===== src/rtl/reservation_station_if.sv =====
// Issue, CDB and functional-unit signal bundle for the reservation station.
// The station uses the slave view; the environment driving it uses master.
interface reservation_station_if #(
  parameter int DEPTH  = 4,
  parameter int TAG_W  = 8,
  parameter int DATA_W = 16
);
  localparam int OCC_W = $clog2(DEPTH + 1);

  logic              issue_valid;
  logic              issue_ready;
  logic [DATA_W-1:0] issue_instr;
  logic [TAG_W-1:0]  issue_num;
  logic [DATA_W-1:0] issue_vj;
  logic              issue_qj_valid;
  logic [TAG_W-1:0]  issue_qj;
  logic [DATA_W-1:0] issue_vk;
  logic              issue_qk_valid;
  logic [TAG_W-1:0]  issue_qk;
  logic              cdb_valid;
  logic [TAG_W-1:0]  cdb_num;
  logic [DATA_W-1:0] cdb_data;
  logic              uf_available;
  logic              uf_instr_en;
  logic [DATA_W-1:0] uf_instr;
  logic [TAG_W-1:0]  uf_instr_num;
  logic [DATA_W-1:0] uf_r1;
  logic [DATA_W-1:0] uf_r2;
  logic [OCC_W-1:0]  occupancy;

  modport slave (
    input  issue_valid, issue_instr, issue_num, issue_vj, issue_qj_valid, issue_qj,
           issue_vk, issue_qk_valid, issue_qk, cdb_valid, cdb_num, cdb_data, uf_available,
    output issue_ready, uf_instr_en, uf_instr, uf_instr_num, uf_r1, uf_r2, occupancy
  );

  modport master (
    output issue_valid, issue_instr, issue_num, issue_vj, issue_qj_valid, issue_qj,
           issue_vk, issue_qk_valid, issue_qk, cdb_valid, cdb_num, cdb_data, uf_available,
    input  issue_ready, uf_instr_en, uf_instr, uf_instr_num, uf_r1, uf_r2, occupancy
  );
endinterface


===== src/rtl/reservation_station.sv =====
// Tomasulo reservation station: buffers issued instructions, snoops the CDB for
// missing operands and dispatches one ready entry at a time to the functional unit.
module reservation_station #(
  parameter int DEPTH  = 4,
  parameter int TAG_W  = 8,
  parameter int DATA_W = 16
) (
  input logic                  clock,
  input logic                  reset_n,
  reservation_station_if.slave rs
);
  localparam int IDX_W = $clog2(DEPTH);
  localparam int OCC_W = $clog2(DEPTH + 1);

  logic [DEPTH-1:0]  busy_q, busy_d, qjv_q, qjv_d, qkv_q, qkv_d;
  logic [DATA_W-1:0] instr_q [DEPTH];
  logic [DATA_W-1:0] instr_d [DEPTH];
  logic [DATA_W-1:0] vj_q    [DEPTH];
  logic [DATA_W-1:0] vj_d    [DEPTH];
  logic [DATA_W-1:0] vk_q    [DEPTH];
  logic [DATA_W-1:0] vk_d    [DEPTH];
  logic [TAG_W-1:0]  num_q   [DEPTH];
  logic [TAG_W-1:0]  num_d   [DEPTH];
  logic [TAG_W-1:0]  qj_q    [DEPTH];
  logic [TAG_W-1:0]  qj_d    [DEPTH];
  logic [TAG_W-1:0]  qk_q    [DEPTH];
  logic [TAG_W-1:0]  qk_d    [DEPTH];

  logic              holdoff_q, holdoff_d, uf_en_q, uf_en_d;
  logic [DATA_W-1:0] uf_instr_q, uf_instr_d, uf_r1_q, uf_r1_d, uf_r2_q, uf_r2_d;
  logic [TAG_W-1:0]  uf_num_q, uf_num_d;
  logic [OCC_W-1:0]  occ_q, occ_d;

  logic [DEPTH-1:0]  ready;
  logic [IDX_W-1:0]  free_idx, disp_idx;
  logic              issue_ready, do_issue, do_disp, is_mem, hit_j, hit_k;

  // Lowest-index free slot and lowest-index ready slot, both from registered state.
  always_comb begin
    ready    = busy_q & ~qjv_q & ~qkv_q;
    free_idx = '0;
    disp_idx = '0;
    for (int i = DEPTH - 1; i >= 0; i--) begin
      if (!busy_q[i]) free_idx = IDX_W'(i);
      if (ready[i])   disp_idx = IDX_W'(i);
    end
  end

  assign issue_ready = ~&busy_q;
  assign do_issue    = rs.issue_valid && issue_ready;
  assign do_disp     = !holdoff_q && rs.uf_available && |ready;
  assign is_mem      = (rs.issue_instr[DATA_W-1 -: 4] == 4'd2) ||
                       (rs.issue_instr[DATA_W-1 -: 4] == 4'd3);
  assign hit_j       = rs.cdb_valid && rs.issue_qj_valid && (rs.issue_qj == rs.cdb_num);
  assign hit_k       = rs.cdb_valid && rs.issue_qk_valid && !is_mem && (rs.issue_qk == rs.cdb_num);

  always_comb begin
    busy_d  = busy_q;
    qjv_d   = qjv_q;
    qkv_d   = qkv_q;
    instr_d = instr_q;
    num_d   = num_q;
    vj_d    = vj_q;
    vk_d    = vk_q;
    qj_d    = qj_q;
    qk_d    = qk_q;
    for (int i = 0; i < DEPTH; i++) begin
      if (busy_q[i] && rs.cdb_valid) begin
        if (qjv_q[i] && (qj_q[i] == rs.cdb_num)) begin
          vj_d[i]  = rs.cdb_data;
          qjv_d[i] = 1'b0;
        end
        if (qkv_q[i] && (qk_q[i] == rs.cdb_num)) begin
          vk_d[i]  = rs.cdb_data;
          qkv_d[i] = 1'b0;
        end
      end
      if (do_disp && (disp_idx == IDX_W'(i))) busy_d[i] = 1'b0;
      // The free slot is never the dispatched one, so issue cannot collide with dispatch.
      if (do_issue && (free_idx == IDX_W'(i))) begin
        busy_d[i]  = 1'b1;
        instr_d[i] = rs.issue_instr;
        num_d[i]   = rs.issue_num;
        qj_d[i]    = rs.issue_qj;
        qk_d[i]    = rs.issue_qk;
        vj_d[i]    = hit_j ? rs.cdb_data : rs.issue_vj;
        vk_d[i]    = hit_k ? rs.cdb_data : rs.issue_vk;
        qjv_d[i]   = rs.issue_qj_valid && !hit_j;
        qkv_d[i]   = rs.issue_qk_valid && !is_mem && !hit_k;
      end
    end
  end

  always_comb begin
    uf_en_d    = do_disp;
    holdoff_d  = do_disp;
    uf_instr_d = uf_instr_q;
    uf_num_d   = uf_num_q;
    uf_r1_d    = uf_r1_q;
    uf_r2_d    = uf_r2_q;
    if (do_disp) begin
      uf_instr_d = instr_q[disp_idx];
      uf_num_d   = num_q[disp_idx];
      uf_r1_d    = vk_q[disp_idx];
      uf_r2_d    = vj_q[disp_idx];
    end
    occ_d = occ_q + OCC_W'(do_issue) - OCC_W'(do_disp);
  end

  always_ff @(posedge clock or negedge reset_n) begin
    if (!reset_n) begin
      busy_q     <= '0;
      qjv_q      <= '0;
      qkv_q      <= '0;
      holdoff_q  <= 1'b0;
      uf_en_q    <= 1'b0;
      uf_instr_q <= '0;
      uf_num_q   <= '0;
      uf_r1_q    <= '0;
      uf_r2_q    <= '0;
      occ_q      <= '0;
      for (int i = 0; i < DEPTH; i++) begin
        instr_q[i] <= '0;
        num_q[i]   <= '0;
        vj_q[i]    <= '0;
        vk_q[i]    <= '0;
        qj_q[i]    <= '0;
        qk_q[i]    <= '0;
      end
    end else begin
      busy_q     <= busy_d;
      qjv_q      <= qjv_d;
      qkv_q      <= qkv_d;
      holdoff_q  <= holdoff_d;
      uf_en_q    <= uf_en_d;
      uf_instr_q <= uf_instr_d;
      uf_num_q   <= uf_num_d;
      uf_r1_q    <= uf_r1_d;
      uf_r2_q    <= uf_r2_d;
      occ_q      <= occ_d;
      instr_q    <= instr_d;
      num_q      <= num_d;
      vj_q       <= vj_d;
      vk_q       <= vk_d;
      qj_q       <= qj_d;
      qk_q       <= qk_d;
    end
  end

  assign rs.issue_ready  = issue_ready;
  assign rs.uf_instr_en  = uf_en_q;
  assign rs.uf_instr     = uf_instr_q;
  assign rs.uf_instr_num = uf_num_q;
  assign rs.uf_r1        = uf_r1_q;
  assign rs.uf_r2        = uf_r2_q;
  assign rs.occupancy    = occ_q;
endmodule


===== src/flat_wrapper.sv =====
// flat-port wrapper written by rule: the top's interface ports become plain ports
module reservation_station_flat 
#(
  parameter int DEPTH  = 4,
  parameter int TAG_W  = 8,
  parameter int DATA_W = 16
)
  (clock, reset_n, rs_issue_valid, rs_issue_instr, rs_issue_num, rs_issue_vj, rs_issue_qj_valid, rs_issue_qj, rs_issue_vk, rs_issue_qk_valid, rs_issue_qk, rs_cdb_valid, rs_cdb_num, rs_cdb_data, rs_uf_available, rs_issue_ready, rs_uf_instr_en, rs_uf_instr, rs_uf_instr_num, rs_uf_r1, rs_uf_r2, rs_occupancy);
  reservation_station_if #(.DEPTH(DEPTH), .TAG_W(TAG_W), .DATA_W(DATA_W)) rs_i ();
  input logic clock;
  input logic reset_n;
  input wire logic [$bits(rs_i.issue_valid)-1:0] rs_issue_valid;
  input wire logic [$bits(rs_i.issue_instr)-1:0] rs_issue_instr;
  input wire logic [$bits(rs_i.issue_num)-1:0] rs_issue_num;
  input wire logic [$bits(rs_i.issue_vj)-1:0] rs_issue_vj;
  input wire logic [$bits(rs_i.issue_qj_valid)-1:0] rs_issue_qj_valid;
  input wire logic [$bits(rs_i.issue_qj)-1:0] rs_issue_qj;
  input wire logic [$bits(rs_i.issue_vk)-1:0] rs_issue_vk;
  input wire logic [$bits(rs_i.issue_qk_valid)-1:0] rs_issue_qk_valid;
  input wire logic [$bits(rs_i.issue_qk)-1:0] rs_issue_qk;
  input wire logic [$bits(rs_i.cdb_valid)-1:0] rs_cdb_valid;
  input wire logic [$bits(rs_i.cdb_num)-1:0] rs_cdb_num;
  input wire logic [$bits(rs_i.cdb_data)-1:0] rs_cdb_data;
  input wire logic [$bits(rs_i.uf_available)-1:0] rs_uf_available;
  output wire logic [$bits(rs_i.issue_ready)-1:0] rs_issue_ready;
  output wire logic [$bits(rs_i.uf_instr_en)-1:0] rs_uf_instr_en;
  output wire logic [$bits(rs_i.uf_instr)-1:0] rs_uf_instr;
  output wire logic [$bits(rs_i.uf_instr_num)-1:0] rs_uf_instr_num;
  output wire logic [$bits(rs_i.uf_r1)-1:0] rs_uf_r1;
  output wire logic [$bits(rs_i.uf_r2)-1:0] rs_uf_r2;
  output wire logic [$bits(rs_i.occupancy)-1:0] rs_occupancy;
  assign rs_i.issue_valid = rs_issue_valid;
  assign rs_i.issue_instr = rs_issue_instr;
  assign rs_i.issue_num = rs_issue_num;
  assign rs_i.issue_vj = rs_issue_vj;
  assign rs_i.issue_qj_valid = rs_issue_qj_valid;
  assign rs_i.issue_qj = rs_issue_qj;
  assign rs_i.issue_vk = rs_issue_vk;
  assign rs_i.issue_qk_valid = rs_issue_qk_valid;
  assign rs_i.issue_qk = rs_issue_qk;
  assign rs_i.cdb_valid = rs_cdb_valid;
  assign rs_i.cdb_num = rs_cdb_num;
  assign rs_i.cdb_data = rs_cdb_data;
  assign rs_i.uf_available = rs_uf_available;
  assign rs_issue_ready = rs_i.issue_ready;
  assign rs_uf_instr_en = rs_i.uf_instr_en;
  assign rs_uf_instr = rs_i.uf_instr;
  assign rs_uf_instr_num = rs_i.uf_instr_num;
  assign rs_uf_r1 = rs_i.uf_r1;
  assign rs_uf_r2 = rs_i.uf_r2;
  assign rs_occupancy = rs_i.occupancy;
  reservation_station #(.DEPTH(DEPTH), .TAG_W(TAG_W), .DATA_W(DATA_W)) u_core (.clock(clock), .reset_n(reset_n), .rs(rs_i));
endmodule

===== config.mk =====
export PLATFORM = sky130hd
export DESIGN_NAME = reservation_station_flat
export DESIGN_NICKNAME = d
export VERILOG_FILES = /design/src/rtl/reservation_station_if.sv /design/src/rtl/reservation_station.sv /design/src/flat_wrapper.sv
export SDC_FILE = /design/constraint.sdc
export NUM_CORES = 1
export LEC_CHECK = 0
export CORE_MARGIN = 5
export CORE_UTILIZATION = 50
export CTS_BUF_LIST = sky130_fd_sc_hd__clkbuf_2 sky130_fd_sc_hd__clkbuf_4 sky130_fd_sc_hd__clkbuf_8
export DETAILED_ROUTE_END_ITERATION = 10
export DONT_BUFFER_PORTS = 1
export GPL_TIMING_DRIVEN = 0
export PLACE_DENSITY_LB_ADDON = 0.08
export SLEW_MARGIN = 20
export SYNTH_ARGS = -nofsm -noshare
export SYNTH_HDL_FRONTEND = slang
export SYNTH_SLANG_ARGS = --single-unit

===== constraint.sdc =====
create_clock -name clock -period 3.3 [get_ports clock]
set_input_delay 0.66 -clock clock [delete_from_list [all_inputs] [get_ports clock]]
set_output_delay 0.66 -clock clock [all_outputs]
set_load 0.02 [all_outputs]

==> run_results.csv <==
group,metric,value,unit
clock_tree,cts_buffers,61,
sta,fin_crit_sh,93.1,%
floorplanning,die-area,37200,µm²
layout,fin_nets,1924,
global_route,antenna_found_initial,0,
power_and_ir_drop,ir_worst_vdd,0.585,mV
clock_tree,clkTransAtPathRegs,60,ps
synthesis,syn_inst,1755,
synthesis,synth_top_cell_area_share,53.8,%
worst_setup_path,cp_max_fo,11,
clock_tree,cts_tree,"yes",
power_and_ir_drop,powerDensity,1070,nW/µm²
synthesis,synth.distinct_cells,49,
sta,hold_viol_final,360,
clock_tree,cts_sinks,360,
power_and_ir_drop,p_total,19.8,mW
routing,drc,0,
synthesis,ys_seq_area_share,53.8,%
global_route,grt_pass1_vias,14400,
placed_design,pre_cts_ws,-34.9,ps
synthesis,ys.flop_type,"dfrtp_1",
global_route,grt_use_total,31.3,%
sta,worst_slack,227,ps
worst_setup_path,worstSetupStartpointType,"flip-flop",
sta,slew_violations,0,
clock_tree,cts_setup_buffers,0,
synthesis,synthesis.area,16700,µm²
clock_tree,clock_path_buffers,3,
worst_setup_path,critPathRequiredTime,3830,ps
synthesis,yosys_warnings,0,
placed_design,gp_congestion,0.951,
status,violations,"negative hold slack",
power_and_ir_drop,p_leak,8.13,nW
routing,wl_per_cell,25.3,µm
sta,fmax,0.325,GHz
placed_design,hpwl,39.4,mm
floorplanning,io_pins,164,
global_route,grt_start_max_net_pins,361,
routing,dr_total_vias,14300,
placed_design,io_buffer_count,0,
floorplanning,fp.dieH,193,µm
routing,dr.pass1.iters,5,
flow_run,drv_cap,0,
layout,area_delta_synth_final,10.6,%
sta,finalSetupTns,0,ps
sta,fin_crit,3070,ps
sta,relSlewSlack,31.6,%
worst_setup_path,crit_path_start,"u_core.busy_q[3]",
worst_setup_path,cp.arrival,3600,ps
sta,fin_skew,23.0,ps
synthesis,synth_area_leaders,"dfrtp_1, nand2_1, a21oi_1",
floorplanning,start_util,50.3,%
synthesis,yosys.area.top_type,"dfrtp_1",
routing,ant_nets,0,
routing,vias_per_cell,6.20,
sta,worstMarginPinSlew,1030,ps
synthesis,synth_edf_count,0,
worst_setup_path,critical_path_class,"reg -> reg",
floorplanning,die_w,193,µm
routing,wirelength,58.4,mm
clock_tree,clock_latency,660,ps
synthesis,syn_avg_cell_area,9.53,µm²
clock_tree,htree_num_levels,2,
global_route,grt_pass1_wl,88.0,mm
sta,rsz0062_at_grt,"false",
worst_setup_path,end_kind,"flip-flop",
synthesis,synth_seq_cells,360,
synthesis,syn-num-nets,1861,
min_path,worst_hold_path_type,"in -> async",
layout,drive_above_1_share,11.8,%
clock_tree,clock-root-buffer,"clkbuf_8",
floorplanning,core_area,33300,µm²
floorplanning,num_rows,67,
sta,whs,-303,ps
sta,setup_viol,0,
worst_setup_path,r2r_start,"u_core.busy_q[3]",
routing,drt-initial-drc-count,1490,
status,status,"finished, violations left",
global_route,grt_overflow_total,0,
synthesis,postSynth.asyncResetShare,100,%
stage by stage:
stage / area (µm²) / hold WS [ps] / instances / util, %
floorplan: 16700 / 364 / 1755 / -
global placement: 17300 / 381 / 2203 / 52.0
detailed placement: 17300 / 378 / 2203 / 52.0
CTS: 18500 / -322 / 2307 / 55.6
global route: 18500 / -324 / 2307 / 55.6
finish: 18500 / -303 / 2308 / 55.6
cell type report:
type / instances / area, µm²
antenna: 1 / 2.50
buffer: 139 / 653
clock buffer: 98 / 1180
clock inverter: 6 / 35.0
fill: 3081 / 14800
inverter: 20 / 75.1
multi-input combinational: 1236 / 7000
sequential: 360 / 9010
tap: 448 / 561
logic make-up (layout without fill, tap and decap cells):
logic type | after synthesis | after routing | synth area share [%]
other | 0 | 1 | 0
adder cells (fa/ha/maj) | 3 | 3 | 0.269
buffers and inverters | 159 | 263 | 4.34
AO/OA/AOI/OAI | 404 | 404 | 18.6
AND/OR/NAND/NOR | 747 | 747 | 18.6
XOR/XNOR | 82 | 82 | 4.29
flip-flops | 360 | 360 | 53.8
state kept, by name (all words and copies together), names as in the netlist, 8 cells and up:
name and cells:
u_core.qk_q 32, u_core.instr_q 64, u_core.num_q 32, u_core.vk_q 64, u_core.rs.uf_r2 16, u_core.vj_q 64, u_core.rs.uf_instr 16, u_core.rs.uf_instr_num 8
u_core.qj_q 32, u_core.rs.uf_r1 16
synth_stat cells (3+ instances only):
cell type    n
nand2_1    550
dfrtp_1    360
a21oi_1    106
clkbuf_1    81
nor2_1      65
xnor2_1     58
a31oi_1     56
o221ai_1    56
o32ai_1     48
nor3_1      42
o21a_1      32
o221a_2     32
o32a_1      32
or3_1       32
buf_2       31
xor2_1      24
inv_1       20
nand3_1     18
buf_4       16
nand4_1     14
a211oi_2    10
nand2b_1     7
a211oi_1     6
buf_1        6
o21ai_0      6
o22ai_1      5
buf_6        4
nor3_2       4
a31o_2       3
nor4_2       3
or2_2        3
worst paths after layout:
check                                         end  slack (ps)  cells after the start
setup / recovery           u_core.rs.occupancy[2]         230                     11
hold / removal                    u_core.vj_q[42]        -300                      0
setup reg to reg           u_core.rs.occupancy[2]         230                     11
hold reg to reg                u_core.instr_q[10]         470                      2
max in group asynchronous         u_core.qj_q[25]        2780                      0
min in group clock                 u_core.qj_q[3]         110                      2
cell usage in the layout, fill, tap and decap left out, types with 4 or more instances in the layout:
cell type / count
clkbuf_4: 27
clkbuf_8: 71
o21ai_0: 6
nand2_1: 550
a21oi_1: 106
dfrtp_1: 360
xnor2_1: 58
o22ai_1: 5
a211oi_2: 10
o21a_1: 32
nor3_2: 4
inv_1: 20
a211oi_1: 6
nor3_1: 42
o32ai_1: 48
clkbuf_1: 80
o32a_1: 32
xor2_1: 24
buf_1: 6
buf_2: 31
o221a_2: 32
nor2_1: 65
nand4_1: 14
or3_1: 32
nand2b_1: 7
buf_6: 4
nand3_1: 18
a31oi_1: 56
clkinv_2: 4
buf_4: 16
o221ai_1: 56
repair_timing:
item | 4_1_cts | 5_1_grt
gates resized for setup | 1 | 0
setup endpoints to repair | 1 | 0
endpoints found under the hold margin | 360 | 360
critical path, stage by stage, from the launching register on:
cell and delay [ps]:
dfrtp_1 470, nor3b_1 500, nor2_1 90, a21oi_1 260, clkbuf_2 410, ha_1 310, inv_1 60, ha_1 130
inv_1 50, fa_1 400, xnor2_1 150, xnor2_1 130
per-layer routing:
metal,global-route usage [%],routed length (µm)
met5,0,0
met4,13.0,2590
met3,7.72,5570
met2,49.1,26800
met1,42.1,23400
power breakdown:
part	total, mW	switching [mW]	internal (mW)
clock network	4.07	1.83	2.23
registers	8.42	1.86	6.55
logic	7.36	4.53	2.83
total	19.8	8.23	11.6
Power figures use the tool's default switching activity.
